## src/rtl/regfile_wb_arbiter.sv

```systemverilog
// Round-robin arbiter for the register file's single write port.
// The winning request is registered onto RegWrite/WriteRegNo/WriteData one cycle after its handshake.
module regfile_wb_arbiter #(
  parameter int NREQ = 4,
  localparam int GW = $clog2(NREQ)
) (
  input  logic              clock,
  input  logic              reset,
  input  logic              stall,
  input  logic [NREQ-1:0]   req_valid,
  input  logic [NREQ*5-1:0] req_addr,
  input  logic [NREQ*32-1:0] req_data,
  output logic [NREQ-1:0]   req_ready,
  output logic              RegWrite,
  output logic [4:0]        WriteRegNo,
  output logic [31:0]       WriteData,
  output logic [GW-1:0]     grant_id,
  output logic [7:0]        busy_cnt
);

  logic [GW-1:0] last_grant;
  logic [GW-1:0] win_idx;
  logic [GW-1:0] cand;
  logic          win_found;
  logic [4:0]    sel_addr;
  logic [31:0]   sel_data;

  // Scan starting just after the previous winner so every requester gets a turn.
  always_comb begin
    req_ready = '0;
    win_idx   = '0;
    win_found = 1'b0;
    cand      = '0;
    if (!stall) begin
      for (int k = 1; k <= NREQ; k++) begin
        cand = GW'((int'(last_grant) + k) % NREQ);
        if (!win_found && req_valid[cand]) begin
          win_found = 1'b1;
          win_idx   = cand;
        end
      end
    end
    if (win_found) req_ready[win_idx] = 1'b1;
  end

  always_comb begin
    sel_addr = '0;
    sel_data = '0;
    for (int i = 0; i < NREQ; i++) begin
      if (req_ready[i]) begin
        sel_addr = req_addr[i*5 +: 5];
        sel_data = req_data[i*32 +: 32];
      end
    end
  end

  // Address, data and grant_id hold between transfers; only RegWrite pulses.
  always_ff @(posedge clock or posedge reset) begin
    if (reset) begin
      RegWrite   <= 1'b0;
      WriteRegNo <= '0;
      WriteData  <= '0;
      grant_id   <= '0;
      last_grant <= GW'(NREQ - 1);
    end else if (win_found) begin
      RegWrite   <= 1'b1;
      WriteRegNo <= sel_addr;
      WriteData  <= sel_data;
      grant_id   <= win_idx;
      last_grant <= win_idx;
    end else begin
      RegWrite   <= 1'b0;
    end
  end

  always_ff @(posedge clock or posedge reset) begin
    if (reset) begin
      busy_cnt <= '0;
    end else if (win_found || (req_valid == '0)) begin
      busy_cnt <= '0;
    end else if (busy_cnt != 8'hFF) begin
      busy_cnt <= busy_cnt + 8'd1;
    end
  end

endmodule
```

## config.mk

```make
export PLATFORM = sky130hd
export DESIGN_NAME = regfile_wb_arbiter
export DESIGN_NICKNAME = d
export VERILOG_FILES = /design/src/rtl/regfile_wb_arbiter.sv
export SDC_FILE = /design/constraint.sdc
export NUM_CORES = 1
export LEC_CHECK = 0
export ABC_AREA = 1
export ABC_CLOCK_PERIOD_IN_PS = 4750
export BUFFER_PORTS_ARGS = -buffer_cell sky130_fd_sc_hd__buf_4
export CORE_MARGIN = 3
export CORE_UTILIZATION = 47
export CTS_CLUSTER_DIAMETER = 60
export DETAILED_ROUTE_END_ITERATION = 16
export GPL_ROUTABILITY_DRIVEN = 0
export PLACE_DENSITY = 0.95
export SKIP_LAST_GASP = 1
export SLEW_MARGIN = 10
export SYNTH_ARGS = -nofsm -noshare
export SYNTH_HDL_FRONTEND = slang
export SYNTH_SLANG_ARGS = --single-unit
```

## constraint.sdc

```tcl
create_clock -name clock -period 4.75 [get_ports clock]
set_input_delay 0.475 -clock clock [delete_from_list [all_inputs] [get_ports clock]]
set_output_delay 0.475 -clock clock [all_outputs]
set_load 0.01 [all_outputs]
```

==> Word level (Yosys, flattened, before mapping) <==
Index checks and enable logic that the tools add are counted.
{ "word_totals": {"input_bits": 155, "register_bits": 50, "output_inout_bits": 52} }
{ "classes": {"n_addsub": 5, "muxes": 35, "n_eq_ne": 1, "reduce_logical": 10, "n_lt_le_gt_ge": 6} }
{ "ops": {"columns": ["op", "count"], "rows": [
  ["$mux W32", 4],
  ["$mux W5", 4],
  ["$mux W8", 2],
  ["$lt A2 B3 Y1 const B", 5],
  ["$mux W1", 14],
  ["$mux W2", 5],
  ["$add A8 B1 Y8 const B", 1],
  ["$bmux W1 S2", 4],
  ["$ne A8 B8 Y1 const B", 1],
  ["$add A2 B1 Y2 const B", 2],
  ["$add A2 B2 Y2 const B", 2],
  ["$logic_and A1 B1 Y1", 4],
  ["$logic_not A4 Y1", 1],
  ["$mux W4", 1],
  ["$logic_not A1 Y1", 3],
  ["$demux W1 S2", 1],
  ["$ge A2 B1 Y1 const B", 1],
  ["$reduce_bool A2 Y1", 1],
  ["$logic_or A1 B1 Y1", 1]
]} }

==> Logic depth before layout (Yosys ltp) <==
{ "depth": {"word_depth": 26, "mapped_depth": 17, "depth_no_buf": 14} }

==> Least setup slack after synthesis <==
No wires, ideal clock.
{ "synth_timing": {"path_type": "register -> output", "startpoint": "reg last_grant[0]", "endpoint": "out req_ready[0]", "path_stages_with_launch": 16, "path_slack_ns": 2.425, "required_ns": 4.275, "path_buffers": 3, "t_arrival_ns": 1.850, "path_cell_list": "dfstp_2 buf_6 inv_4 nand2_1 nand2_1 nand2_1 nand2_1 nor2_1 nand3_1 nand2_1 inv_2 nand2_4 buf_6 buf_6 inv_1 nor3_1"} }
{ "synth_via": {"elab_chain_len": 22} }
{ "synth_lines": {"columns": ["element", "line_no", "text"], "rows": [
  ["start: declaration", "21", "logic [GW-1:0] last_grant;"],
  ["start signal: assignment", "64", "last_grant <= GW'(NREQ - 1);"],
  ["start signal: assignment", "70", "last_grant <= win_idx;"],
  ["$add A2 B1 Y2", "36", "cand = GW'((int'(last_grant) + k) % NREQ);"],
  ["$bmux W1 S2", "37", "if (!win_found && req_valid[cand]) begin"],
  ["$mux W1 (not written as such)", "37", null],
  ["$mux W1", "37", null],
  ["$mux W1", "34", "if (!stall) begin"],
  ["$logic_not A1 Y1", "37", null],
  ["$logic_and A1 B1 Y1", "37", null],
  ["$mux W1", "37", null],
  ["[6 not listed]", null, null],
  ["$logic_and A1 B1 Y1", "37", null],
  ["$mux W2", "37", null],
  ["$mux W2", "34", null],
  ["$lt A2 B3 Y1 (not written as such) / $ge A2 B1 Y1 (equally long branches)", "43", "if (win_found) req_ready[win_idx] = 1'b1;"],
  ["$logic_and A1 B1 Y1 (not written as such)", "43", null],
  ["$mux W1 (not written as such)", "43", null],
  ["$demux W1 S2", "43", null],
  ["$mux W4 (*)", "43", null],
  ["end: declaration", "13", "output logic [NREQ-1:0] req_ready,"]
]} }
Mark *: on every way between the ends. The rest lies on a longest branch, timed or not. The select of a mux whose other input is x is not followed.

==> Final worst setup path <==
{ "layout_timing": {"startpoint": "reg last_grant[0]", "endpoint": "out req_ready[3]"} }
Same word-level chain as after synthesis.

==> run metrics <==
placed cells=roughly 810; Final period util=0.730; Antenna diodes=0; skew final=between 0.004 and 0.005 ns; die height=~91 um; post-CTS resize count=0; Mapped Cells=between 500 and 600; CTS H-tree lvls=2; routed wire length=11500 um; Post-Place Cell Area=approximately 4900 um2; CTS root buffer=clkbuf_8; first drt pass iteration count=5; Seq pwr share=0.279; Core ar.=just under 7000 um2; TNS Setup=0 ns; GR Util All Layers=0.270; Switching Fraction=0.479; Die X-Extent=91.2 um; f_max=approximately 290 MHz; Synth area leaders=dfrtp_1, nand3_1, nand2_1; synthesized area=3410 um2; Num CTS Buffers=5; FF-to-FF setup slack=between 1.5 and 2 ns; Hold Crit Class=primary input to flip-flop; non-filler instance count after layout=815; number of global-route vias before repair=a little over 4000; crit-path cells=inv_4 -> nand2_1 -> nand2_1 -> nand2_1 -> nand2_1 -> nor2_1 -> nand2_1 -> nand2_2 -> nand2_4 -> nor2_2 -> buf_4; GRT overflow=0; # nets final=874; CP max stage delay=around 0.68 ns; Mapped Avg Cell Area=6.44 um2; Pleak=roughly 2.8 nW; pwr/cell area=about 550 nW/um2; Ys Warns=0; share of layout cells above drive strength 1=0.325; clock latency on the worst-skew pair=about 0.3 ns; worst slack, placed=1.59 ns; fin area=4970 um2; DR vias=approximately 4000; IO Port Bufs=between 200 and 250; largest area contributor in the netlist=dfrtp_1; hpwl dp=just under 9000 um; row count=30; clock sinks=50; most common cell after layout, fill and taps aside=buf_4; initial detailed-routing violation count=~170; Critical Path RT=between 4 and 5 ns; Seq/Total Area, Yosys=0.367; outcome=complete, no violations; most used cell, CP=nand2_1; initial antenna violation count=0; worst-margin pin slew=1.06 ns; Clock Path Buffers=2; Max VDD drop=between 0.3 and 0.4 mV; Pint=1.41 mW; Post-CTS Setup Bufs=0; number of vias per cell=5.06; slowest CP cell=nor2_2; Initial Utilization=0.494; unrepaired setup endpoints after global routing=false; Die ar.=slightly above 8000 um2; Worst Path Arrival=between 2 and 3 ns; Slew headroom=0.294; final number of hold-violating endpoints=0; combinational share of power=0.631; DRC=0; most frequent cells in the layout=buf_4, nand2_1, nand3_1; # hold bufs at CTS=0; synth unique cells=26; antenna-violating nets left=0; Period minus WS final=~3.5 ns; Slew Viols, Final=0; Setup WS post-layout=approximately 1.3 ns; P_sw=between 1 and 1.5 mW; Setup CP Type=flip-flop to output port; number of max-cap violations=0; CTS tree=yes; WL per Instance=between 10 and 15 um; clock share of power=0.090; clock transition at the registers of the reported paths=0.09 ns; Critical Path Fanout Max=78; top-area cell type share of the netlist area=0.352; Post-Syn Nets=just under 700; Ports=between 200 and 250; Area Overhead vs Synth=45.8%; global-route wire length before repair=18600 um; crit start category=flip-flop; Setup Viol. Count Final=0; #FFs+latches synth=50; critical path capture point type=output port; largest net degree at the start of global routing=79
==> per-layer routing <==
layer  vias up  GRT usage  part of all wire
li1       2037          -                 -
met1      1835      0.311              0.37
met2       225      0.503              0.52
met3        24     0.0539             0.097
met4         0     0.0729             0.018
met5         -          0                 0
==> metrics by stage <==
stage	total power, mW	util	hold slack [ns]
after floorplan	1.94	-	0.516
after global placement	2.40	0.708	0.466
after detailed placement	2.48	0.708	0.477
after CTS	2.73	0.720	0.366
after global routing	2.96	0.720	0.368
final	2.72	0.720	0.380
==> worst paths after layout <==
check	from	to	cells after the start
min in group asynchronous	reset	busy_cnt[5]	2
max in group asynchronous	reset	grant_id[0]	2
setup / recovery	last_grant[0]	req_ready[3]	11
hold reg to reg	grant_id[1]	grant_id[1]	2
hold / removal	stall	RegWrite	2
setup reg to reg	last_grant[0]	WriteData[12]	13
==> state kept, by name, indices dropped and copies added (netlist names) <==
name,count
last_grant,2
busy_cnt,8
RegWrite,1
WriteRegNo,5
grant_id,2
WriteData,32
==> logic make-up (layout without fill, tap and decap cells) <==
| group | after synthesis | in the layout | synth area share |
|---|---|---|---|
| simple gates | 378 | 378 | 0.477 |
| buf+inv | 86 | 275 | 0.128 |
| flops | 50 | 50 | 0.367 |
| compound gates | 15 | 15 | 0.0246 |
| fa+ha+maj | 1 | 1 | 0.00367 |
==> layout make-up <==
cell class	count	area (um2)
flip-flops and latches	50	1250
fillers	588	1930
clock inverters	2	13.8
well taps	96	120
multi-input cells	394	1730
clock buffers	6	72.6
inverters	58	220
repair buffers	209	1570
==> cells in the mapped netlist <==
cell / count
clkbuf_1: 4
a211oi_1: 2
inv_4: 1
o21ai_0: 7
dfrtp_1: 48
buf_2: 7
inv_2: 3
nand4_1: 1
nand3_2: 1
a311oi_1: 1
nand2_1: 154
buf_6: 10
inv_1: 53
nor2_4: 1
dfstp_2: 2
nand2_2: 4
clkinv_1: 1
a21oi_1: 4
buf_4: 7
nand3_1: 125
nor3_1: 4
ha_1: 1
nand2_4: 2
nor2_2: 2
nor2_1: 84
o21ai_1: 1
==> critical path, delay by kind of cell, from the launching register on <==
family	cells	cell delay, ns
and+or+nand+nor	9	1.72
buffers and inverters	2	0.32
DFF	1	0.66
==> power by group through the flow <==
| stage | Combinational, mW | Sequential (mW) | Clock [mW] |
|---|---|---|---|
| floorplan | 1.13 | 0.808 | 0 |
| global placement | 1.66 | 0.748 | 0 |
| detailed placement | 1.73 | 0.758 | 0 |
| CTS | 1.73 | 0.755 | 0.253 |
| global route | 1.91 | 0.778 | 0.271 |
| finish | 1.71 | 0.757 | 0.245 |
(Power assumes the default switching activity.)
